===== src/rtl/inst_encoder.sv =====
// RV32I instruction encoder with immediate checking and a small output FIFO.
// Packs opcode, register, funct and immediate fields into a 32-bit word. An immediate
// that is out of range or misaligned, or an illegal format, yields an addi x0,x0,0 NOP
// tagged with an error code. Results pass through one encode stage (s1) into a FIFO.
//
// Ports:
//   clk, reset                 clock, synchronous active-high reset
//   in_valid/in_ready          request handshake
//   in_fmt, in_opcode, in_rd, in_rs1, in_rs2, in_funct3, in_funct7, in_imm  request fields
//   out_valid/out_ready        FIFO head handshake
//   out_inst, out_err, out_err_code  head entry (zero while empty)
//   enc_count, err_count       saturating counts of good / error words delivered
module inst_encoder #(
  parameter int unsigned DEPTH = 2,
  parameter int unsigned CNT_W = 16
) (
  input  logic             clk,
  input  logic             reset,
  input  logic             in_valid,
  output logic             in_ready,
  input  logic [2:0]       in_fmt,
  input  logic [6:0]       in_opcode,
  input  logic [4:0]       in_rd,
  input  logic [4:0]       in_rs1,
  input  logic [4:0]       in_rs2,
  input  logic [2:0]       in_funct3,
  input  logic [6:0]       in_funct7,
  input  logic [31:0]      in_imm,
  output logic             out_valid,
  input  logic             out_ready,
  output logic [31:0]      out_inst,
  output logic             out_err,
  output logic [1:0]       out_err_code,
  output logic [CNT_W-1:0] enc_count,
  output logic [CNT_W-1:0] err_count
);

  localparam int unsigned PtrW = $clog2(DEPTH);
  localparam int unsigned CntW = $clog2(DEPTH + 1);
  localparam logic [31:0] Nop  = 32'h0000_0013;

  // Entry layout: {err, code[1:0], inst[31:0]}
  logic             s1_valid_q;
  logic [34:0]      s1_data_q;
  logic [34:0]      mem_q [DEPTH];
  logic [PtrW-1:0]  wr_ptr_q, rd_ptr_q;
  logic [CntW-1:0]  fifo_count_q;
  logic [CntW:0]    occupancy;
  logic             accept, push, pop;
  logic [31:0]      enc_inst;
  logic [1:0]       enc_code;
  logic signed [31:0] imm_s;
  logic [34:0]      head;

  assign imm_s = in_imm;

  // Registered state only, so in_ready never depends on out_ready.
  assign occupancy = {1'b0, fifo_count_q} + {{CntW{1'b0}}, s1_valid_q};
  assign in_ready  = occupancy < (CntW + 1)'(DEPTH);
  assign accept    = in_valid && in_ready;
  assign push      = s1_valid_q;
  assign out_valid = (fifo_count_q != '0);
  assign pop       = out_valid && out_ready;

  assign head         = mem_q[rd_ptr_q];
  assign out_inst     = out_valid ? head[31:0]  : '0;
  assign out_err_code = out_valid ? head[33:32] : '0;
  assign out_err      = out_valid ? head[34]    : 1'b0;

  // Field packing and immediate checks; misalignment is tested before range.
  always_comb begin
    enc_inst = '0;
    enc_code = 2'd0;
    case (in_fmt)
      3'd0: enc_inst = {in_funct7, in_rs2, in_rs1, in_funct3, in_rd, in_opcode};
      3'd1: begin
        enc_inst = {in_imm[11:0], in_rs1, in_funct3, in_rd, in_opcode};
        if (imm_s < -32'sd2048 || imm_s > 32'sd2047) enc_code = 2'd1;
      end
      3'd2: begin
        enc_inst = {in_imm[11:5], in_rs2, in_rs1, in_funct3, in_imm[4:0], in_opcode};
        if (imm_s < -32'sd2048 || imm_s > 32'sd2047) enc_code = 2'd1;
      end
      3'd3: begin
        enc_inst = {in_imm[12], in_imm[10:5], in_rs2, in_rs1, in_funct3, in_imm[4:1],
                    in_imm[11], in_opcode};
        if (in_imm[0])                                     enc_code = 2'd2;
        else if (imm_s < -32'sd4096 || imm_s > 32'sd4094) enc_code = 2'd1;
      end
      3'd4: begin
        enc_inst = {in_imm[31:12], in_rd, in_opcode};
        if (in_imm[11:0] != 12'd0) enc_code = 2'd1;
      end
      3'd5: begin
        enc_inst = {in_imm[20], in_imm[10:1], in_imm[11], in_imm[19:12], in_rd, in_opcode};
        if (in_imm[0])                                             enc_code = 2'd2;
        else if (imm_s < -32'sd1048576 || imm_s > 32'sd1048574)   enc_code = 2'd1;
      end
      3'd6: begin
        enc_inst = {in_funct7, in_imm[4:0], in_rs1, in_funct3, in_rd, in_opcode};
        if (in_imm[31:5] != 27'd0) enc_code = 2'd1;
      end
      default: enc_code = 2'd3;
    endcase
    if (enc_code != 2'd0) enc_inst = Nop;
  end

  // Storage array carries no reset; out_valid gates everything read from it.
  always_ff @(posedge clk) begin
    if (push) mem_q[wr_ptr_q] <= s1_data_q;
  end

  always_ff @(posedge clk) begin
    if (reset) begin
      s1_valid_q   <= 1'b0;
      s1_data_q    <= '0;
      wr_ptr_q     <= '0;
      rd_ptr_q     <= '0;
      fifo_count_q <= '0;
      enc_count    <= '0;
      err_count    <= '0;
    end else begin
      s1_valid_q <= accept;
      if (accept) s1_data_q <= {enc_code != 2'd0, enc_code, enc_inst};
      if (push) wr_ptr_q <= (wr_ptr_q == PtrW'(DEPTH - 1)) ? '0 : wr_ptr_q + 1'b1;
      if (pop)  rd_ptr_q <= (rd_ptr_q == PtrW'(DEPTH - 1)) ? '0 : rd_ptr_q + 1'b1;
      if (push && !pop)      fifo_count_q <= fifo_count_q + 1'b1;
      else if (!push && pop) fifo_count_q <= fifo_count_q - 1'b1;
      if (pop && !head[34] && enc_count != '1) enc_count <= enc_count + 1'b1;
      if (pop && head[34]  && err_count != '1) err_count <= err_count + 1'b1;
    end
  end

endmodule


===== config.mk =====
export PLATFORM = sky130hd
export DESIGN_NAME = inst_encoder
export DESIGN_NICKNAME = d
export VERILOG_FILES = /design/src/rtl/inst_encoder.sv
export SDC_FILE = /design/constraint.sdc
export NUM_CORES = 1
export LEC_CHECK = 0
export CAP_MARGIN = 20
export CORE_UTILIZATION = 51
export CTS_BUF_LIST = sky130_fd_sc_hd__clkbuf_8 sky130_fd_sc_hd__clkbuf_16
export DETAILED_ROUTE_END_ITERATION = 10
export HOLD_SLACK_MARGIN = 0.06
export PLACE_DENSITY = 0.9
export SLEW_MARGIN = 20
export SYNTH_ARGS = -nofsm -noshare
export SYNTH_HDL_FRONTEND = slang
export SYNTH_SLANG_ARGS = --single-unit

===== constraint.sdc =====
create_clock -name clk -period 2.9 [get_ports clk]
set_input_delay 0.29 -clock clk [delete_from_list [all_inputs] [get_ports clk]]
set_output_delay 0.29 -clock clk [all_outputs]
set_load 0.02 [all_outputs]

==> results.json, run 1 <==
{
  "cts.reportedPaths.clkPinSlew_ns": 0.06,
  "rsz0062_at_grt": "false",
  "start_util_pct": 52.93,
  "antenna_found_initial": 2,
  "yosysMostFrequentCell": "nor2_1",
  "cts_tree": "done",
  "place.port_buffers": 139,
  "worstPathMaxFanout": 34,
  "layout.cells.non_filler": 906,
  "grt_max_degree": 46,
  "reg2reg_from": "err_count[0]",
  "hold_viol_final": 0,
  "synth_warnings": 0,
  "core_area_um2": 12110,
  "num_rows": 40,
  "die-width_um": 114.1,
  "antenna_cells": 0,
  "io_pins": 140,
  "crit_type": "reg2out",
  "synth_cell_type_count": 47,
  "gp_congestion": 0.9029,
  "synth_edf_count": 70,
  "critPathRequiredTime_ns": 2.61,
  "setup_viol_count_final": 0,
  "async_flop_share_pct": 0,
  "syn_inst": 595,
  "utilization_pct": 71.53,
  "cts_buffers": 17,
  "synth_ff_type": "dfxtp_1",
  "slew_violations": 0,
  "hpwl_um": 11190,
  "arrival_ns": 2.29,
  "final_layout_size_suffix_gt1_share_pct": 7.453,
  "min_period_ns": 2.578,
  "final_area_um2": 8663,
  "dr.pass1.iters": 7,
  "insertion_delay_ns": 0.42,
  "wl_per_cell_um": 18.17,
  "postPlaceCellArea_um2": 7958,
  "cts_buffer_depth": 2,
  "fin_nets": 799,
  "setup_tns_ns": 0,
  "synth_top_cells_by_count": "nor2_1, dfxtp_1, edfxtp_1",
  "syn_nets": 669,
  "hold_class": "reg2reg",
  "ys_seq_area_share_pct": 55.58,
  "grt_pass1_vias": 5168,
  "die_h_um": 114.1,
  "maxCapViolCount": 0,
  "die_area_um2": 13020,
  "start_kind": "flip-flop",
  "post_cts_resized": 0,
  "syn2layout_area_growth_pct": 35.13,
  "max-slew-margin-rel_pct": 31.19,
  "yosys.area.top_type_share_pct": 32.79,
  "cts.htree.levels": 4,
  "hold_buffers": 0,
  "syn-cell-area_um2": 6411,
  "syn_avg_cell_area_um2": 10.78,
  "grt_pass1_wl_um": 26020,
  "period_share_pct": 88.90,
  "endpoint_kind": "output pin",
  "yosysTopAreaCell": "edfxtp_1",
  "n_fill_cell": 831,
  "via_per_inst": 5.847,
  "drt-initial-drc-count": 512,
  "clock-sinks": 143,
  "timing.hold.ws_ns": 0.4583,
  "hold_start": "s1_data_q[5]",
  "fmax_mhz": 387.9,
  "postRouteAntennaNets": 0,
  "placed_cells": 874,
  "power_per_cell_area_nw_per_um2": 798.7,
  "overflow": 0,
  "post_cts_buffers": 0,
  "dr_total_vias": 5297,
  "tightestPinTransition_ns": 1.030,
  "worst_clock_skew_ns": 0.006390,
  "root_buffer": "clkbuf_16",
  "ys_ff_latch": 143,
  "ir_worst_vdd_mv": 0.5020,
  "p_leak_nw": 3.027,
  "drcViolationCount": 0,
  "pre_cts_ws_ns": 0.4320,
  "track_usage_pct": 26.00,
  "setup_ws_ns": 0.3218,
  "status": "complete, no violations",
  "power_mw": 6.920,
  "wl_um": 16460,
  "synth_area_leaders": "edfxtp_1, dfxtp_1, mux2i_1, nor2_1, a32o_1"
}
==> per-layer routing <==
layer / vias up / track usage [%] / wire [um]
li1: 2483 / - / -
met1: 2532 / 31.24 / 6598
met2: 248 / 44.93 / 8306
met3: 30 / 7.464 / 1230
met4: 4 / 8.398 / 296
met5: - / 0 / 30
==> critical path, stage by stage (launching register included) <==
cell	delay [ns]
dfxtp_2	0.36
buf_4	0.51
mux2i_1	0.18
nor2_1	0.15
clkdlybuf4s50_1	0.68
==> registers in the layout (all words and copies together) (netlist names), named ones only <==
register      flops
push              1
enc_count        16
s1_data_q        35
mem_q            70
err_count        16
fifo_count_q      2
rd_ptr_q          1
wr_ptr_q          1
==> power by group <==
group	leakage [nW]	switching (mW)	internal, mW
logic	1.45	1.09	0.829
clock network	0.336	0.831	1.72
registers	1.24	0.111	2.33
total	3.03	2.03	4.89
==> kinds of logic after synthesis <==
kind of cell	share of synthesized area [%]
buf+inv	3.201
simple gates	16.02
compound gates	12.67
fa+ha+maj	0.5855
flops	55.58
mux	7.845
xor+xnor	4.098
==> area by class of cell <==
class / count / area [um2] / share of cell area [%]
Inverter: 5 / 18.77 / 0.2166
Clock inverter: 14 / 261.5 / 3.018
Multi-Input combinational cell: 407 / 2663 / 30.73
Clock buffer: 18 / 439.2 / 5.069
Tap cell: 168 / 210.2 / 2.426
Timing Repair Buffer: 151 / 1506 / 17.39
Sequential cell: 143 / 3565 / 41.15
==> layout by cell type (no fill, tap or decap), types with 3 or more instances in the layout <==
cell type and n:
nand4_1 15, ha_1 3, nor4_1 11, a41o_1 4, edfxtp_1 70, a211oi_1 7
a21oi_1 26, nor2_1 113, a222oi_1 4, nand2_1 19, a22oi_1 13, clkbuf_16 17
buf_4 10, and4_1 5, a21o_1 3, clkdlybuf4s50_1 139, xnor2_1 14, mux2i_1 48
nand3_1 14, and3_1 8, nor2b_1 3, o21ai_0 11, a311oi_1 5, and2_1 8
a32o_1 25, dfxtp_1 72, xor2_1 16, bufinv_16 7, nor3_1 7, or3_1 6
inv_1 4
==> path summary, 6_finish.rpt <==
kind	to	slack (ns)	cells past startpoint
min reg2reg	mem_q[0][5]	0.46	0
min	mem_q[0][5]	0.46	0
max reg2reg	err_count[4]	0.76	7
max	out_inst[22]	0.32	4
Power figures use the tool's default switching activity.
==> run 2: changes to the inputs <==
- CORE_UTILIZATION: 51 -> 45
- PLACE_DENSITY: 0.9 -> 0.82
==> run 2 against run 1 <==
Net effect:
- sequential share of layout area grew 0.55 points
- core utilization shrank 9.9 points
- hold slack lost 0.0028 ns
- critical path depth is the same
- via count shrank 2.0%
- total power shrank 7.8%
- maximum frequency grew 3.7%
- design area shrank 1.3%
- clock-buffer cell count is the same
==> results.json, run 2 (synthesis results as in run 1) <==
{
  "status": "complete, no violations",
  "hold_viol_final": 0,
  "critical_path_buf_inv_count": 2,
  "postRouteAntennaNets": 0,
  "gp_congestion": 0.8794,
  "setup_ws_ns": 0.4133,
  "cts.htree.levels": 4,
  "cts_buffer_depth": 2,
  "die-width_um": 121.4,
  "track_usage_pct": 21.77,
  "core_area_um2": 13880,
  "final_common_cell": "clkdlybuf4s50_1",
  "io_pins": 140,
  "root_buffer": "clkbuf_16",
  "wl_met1_um": 6559,
  "grt_pass1_wl_um": 24690,
  "seq_power_share_pct": 38.2,
  "fin_nets": 802,
  "wl_um": 15510,
  "drcViolationCount": 0,
  "grt_max_degree": 47,
  "start_util_pct": 46.19,
  "place.port_buffers": 139,
  "syn2layout_area_growth_pct": 33.33,
  "fmax_mhz": 402.1,
  "p_sw_mw": 2.065,
  "dr.pass1.iters": 5,
  "worst_clock_skew_ns": 0.007136,
  "pre_cts_ws_ns": 0.4025,
  "via_per_inst": 5.637,
  "num_rows": 43,
  "drt-initial-drc-count": 372,
  "max-slew-margin-rel_pct": 51.91,
  "clock-sinks": 143,
  "layout_common_cells": "clkdlybuf4s50_1, nor2_1, dfxtp_1",
  "antenna_found_initial": 0,
  "power.share.clock_pct": 31.8,
  "p_int_mw": 4.312,
  "worstPathMaxFanout": 28,
  "largest_reg_flops": 70,
  "antenna_cells": 0,
  "die_area_um2": 14730,
  "final_layout_size_suffix_gt1_share_pct": 7.827,
  "post_cts_resized": 0,
  "tightestPinTransition_ns": 0.7196,
  "crit_family": "buffers and inverters",
  "setup_viol_count_final": 0,
  "critPathRequiredTime_ns": 2.61,
  "maxCapViolCount": 0,
  "cts_tree": "done",
  "start_kind": "flip-flop",
  "min_period_ns": 2.487,
  "slew_violations": 0,
  "power_per_cell_area_nw_per_um2": 746.0,
  "grt_pass1_vias": 5031,
  "overflow": 0,
  "rsz0062_at_grt": "false",
  "setup_tns_ns": 0,
  "arrival_ns": 2.20,
  "wl_met2_um": 7680,
  "post_cts_buffers": 0,
  "combPwrFrac_pct": 30.0,
  "largest_registers": "mem_q: 70 flops, s1_data_q: 35 flops",
  "dr_wl_met3_um": 1021,
  "ir_worst_vdd_mv": 0.3604,
  "p_leak_nw": 2.973,
  "dr_total_vias": 5192,
  "cts_buffers": 17,
  "cts.reportedPaths.clkPinSlew_ns": 0.06,
  "top_register": "mem_q",
  "crit_type": "reg2out",
  "endpoint_kind": "output pin",
  "wl_per_cell_um": 16.83,
  "switching_share_pct": 32.38,
  "cpPeakStageDelay_ns": 0.56,
  "hpwl_um": 11030,
  "hold_buffers": 0,
  "die_h_um": 121.4,
  "insertion_delay_ns": 0.42,
  "crit_chain": "nor2_2 -> buf_4 -> nor2_1 -> clkdlybuf4s50_1",
  "period_share_pct": 85.75,
  "slowest_stage": "clkdlybuf4s50_1",
  "routed.top_layer": "met4",
  "hold_class": "reg2reg"
}
-- run 2: final timing paths --
| check | start | endpoint | slack, ns | cells after the start |
|---|---|---|---|---|
| worst max register to register | fifo_count_q[0] | s1_data_q[4] | 0.80 | 6 |
| worst max-delay path | fifo_count_q[0] | out_inst[22] | 0.41 | 4 |
| worst min register to register | s1_data_q[3] | mem_q[1][3] | 0.46 | 0 |
| worst min-delay path | s1_data_q[3] | mem_q[1][3] | 0.46 | 0 |
-- run 2: metrics by stage --
| stage | cell area (um2) | utilization, % | power, mW | hold slack (ns) | cells |
|---|---|---|---|---|---|
| 4_1_cts | 8543 | 61.55 | 6.412 | 0.4532 | 921 |
| 3_3_place_gp | 7983 | 57.51 | 4.346 | 0.4324 | 889 |
| 3_5_place_dp | 7983 | 57.51 | 4.391 | 0.4351 | 889 |
| 5_1_grt | 8548 | 61.58 | 6.635 | 0.4647 | 921 |
| 2_1_floorplan | 6411 | - | 3.577 | 0.4173 | 595 |
| 6_report | 8548 | 61.58 | 6.377 | 0.4555 | 921 |
-- run 2: layout make-up --
type / count / area (um2)
Timing Repair Buffer: 154 / 1516
Clock inverter: 14 / 121.4
Tap cell: 180 / 225.2
Inverter: 5 / 18.77
Clock buffer: 18 / 439.2
Sequential cell: 143 / 3565
Multi-Input combinational cell: 407 / 2663
Fill cell: 1121 / 5333
-- run 2: power by group through the flow --
stage	sequential, mW	combinational [mW]	clock, mW
CTS	2.44	1.92	2.05
detailed placement	2.48	1.91	0
global route	2.46	2.04	2.14
floorplan	2.45	1.13	0
global placement	2.46	1.89	0
finish	2.44	1.91	2.03
-- run 2: layer usage --
metal  global-route usage (%)  up-vias
met5                        0        -
met4                    8.410        0
met3                    4.981       22
met2                    37.50      206
met1                    26.23     2471
li1                         -     2493
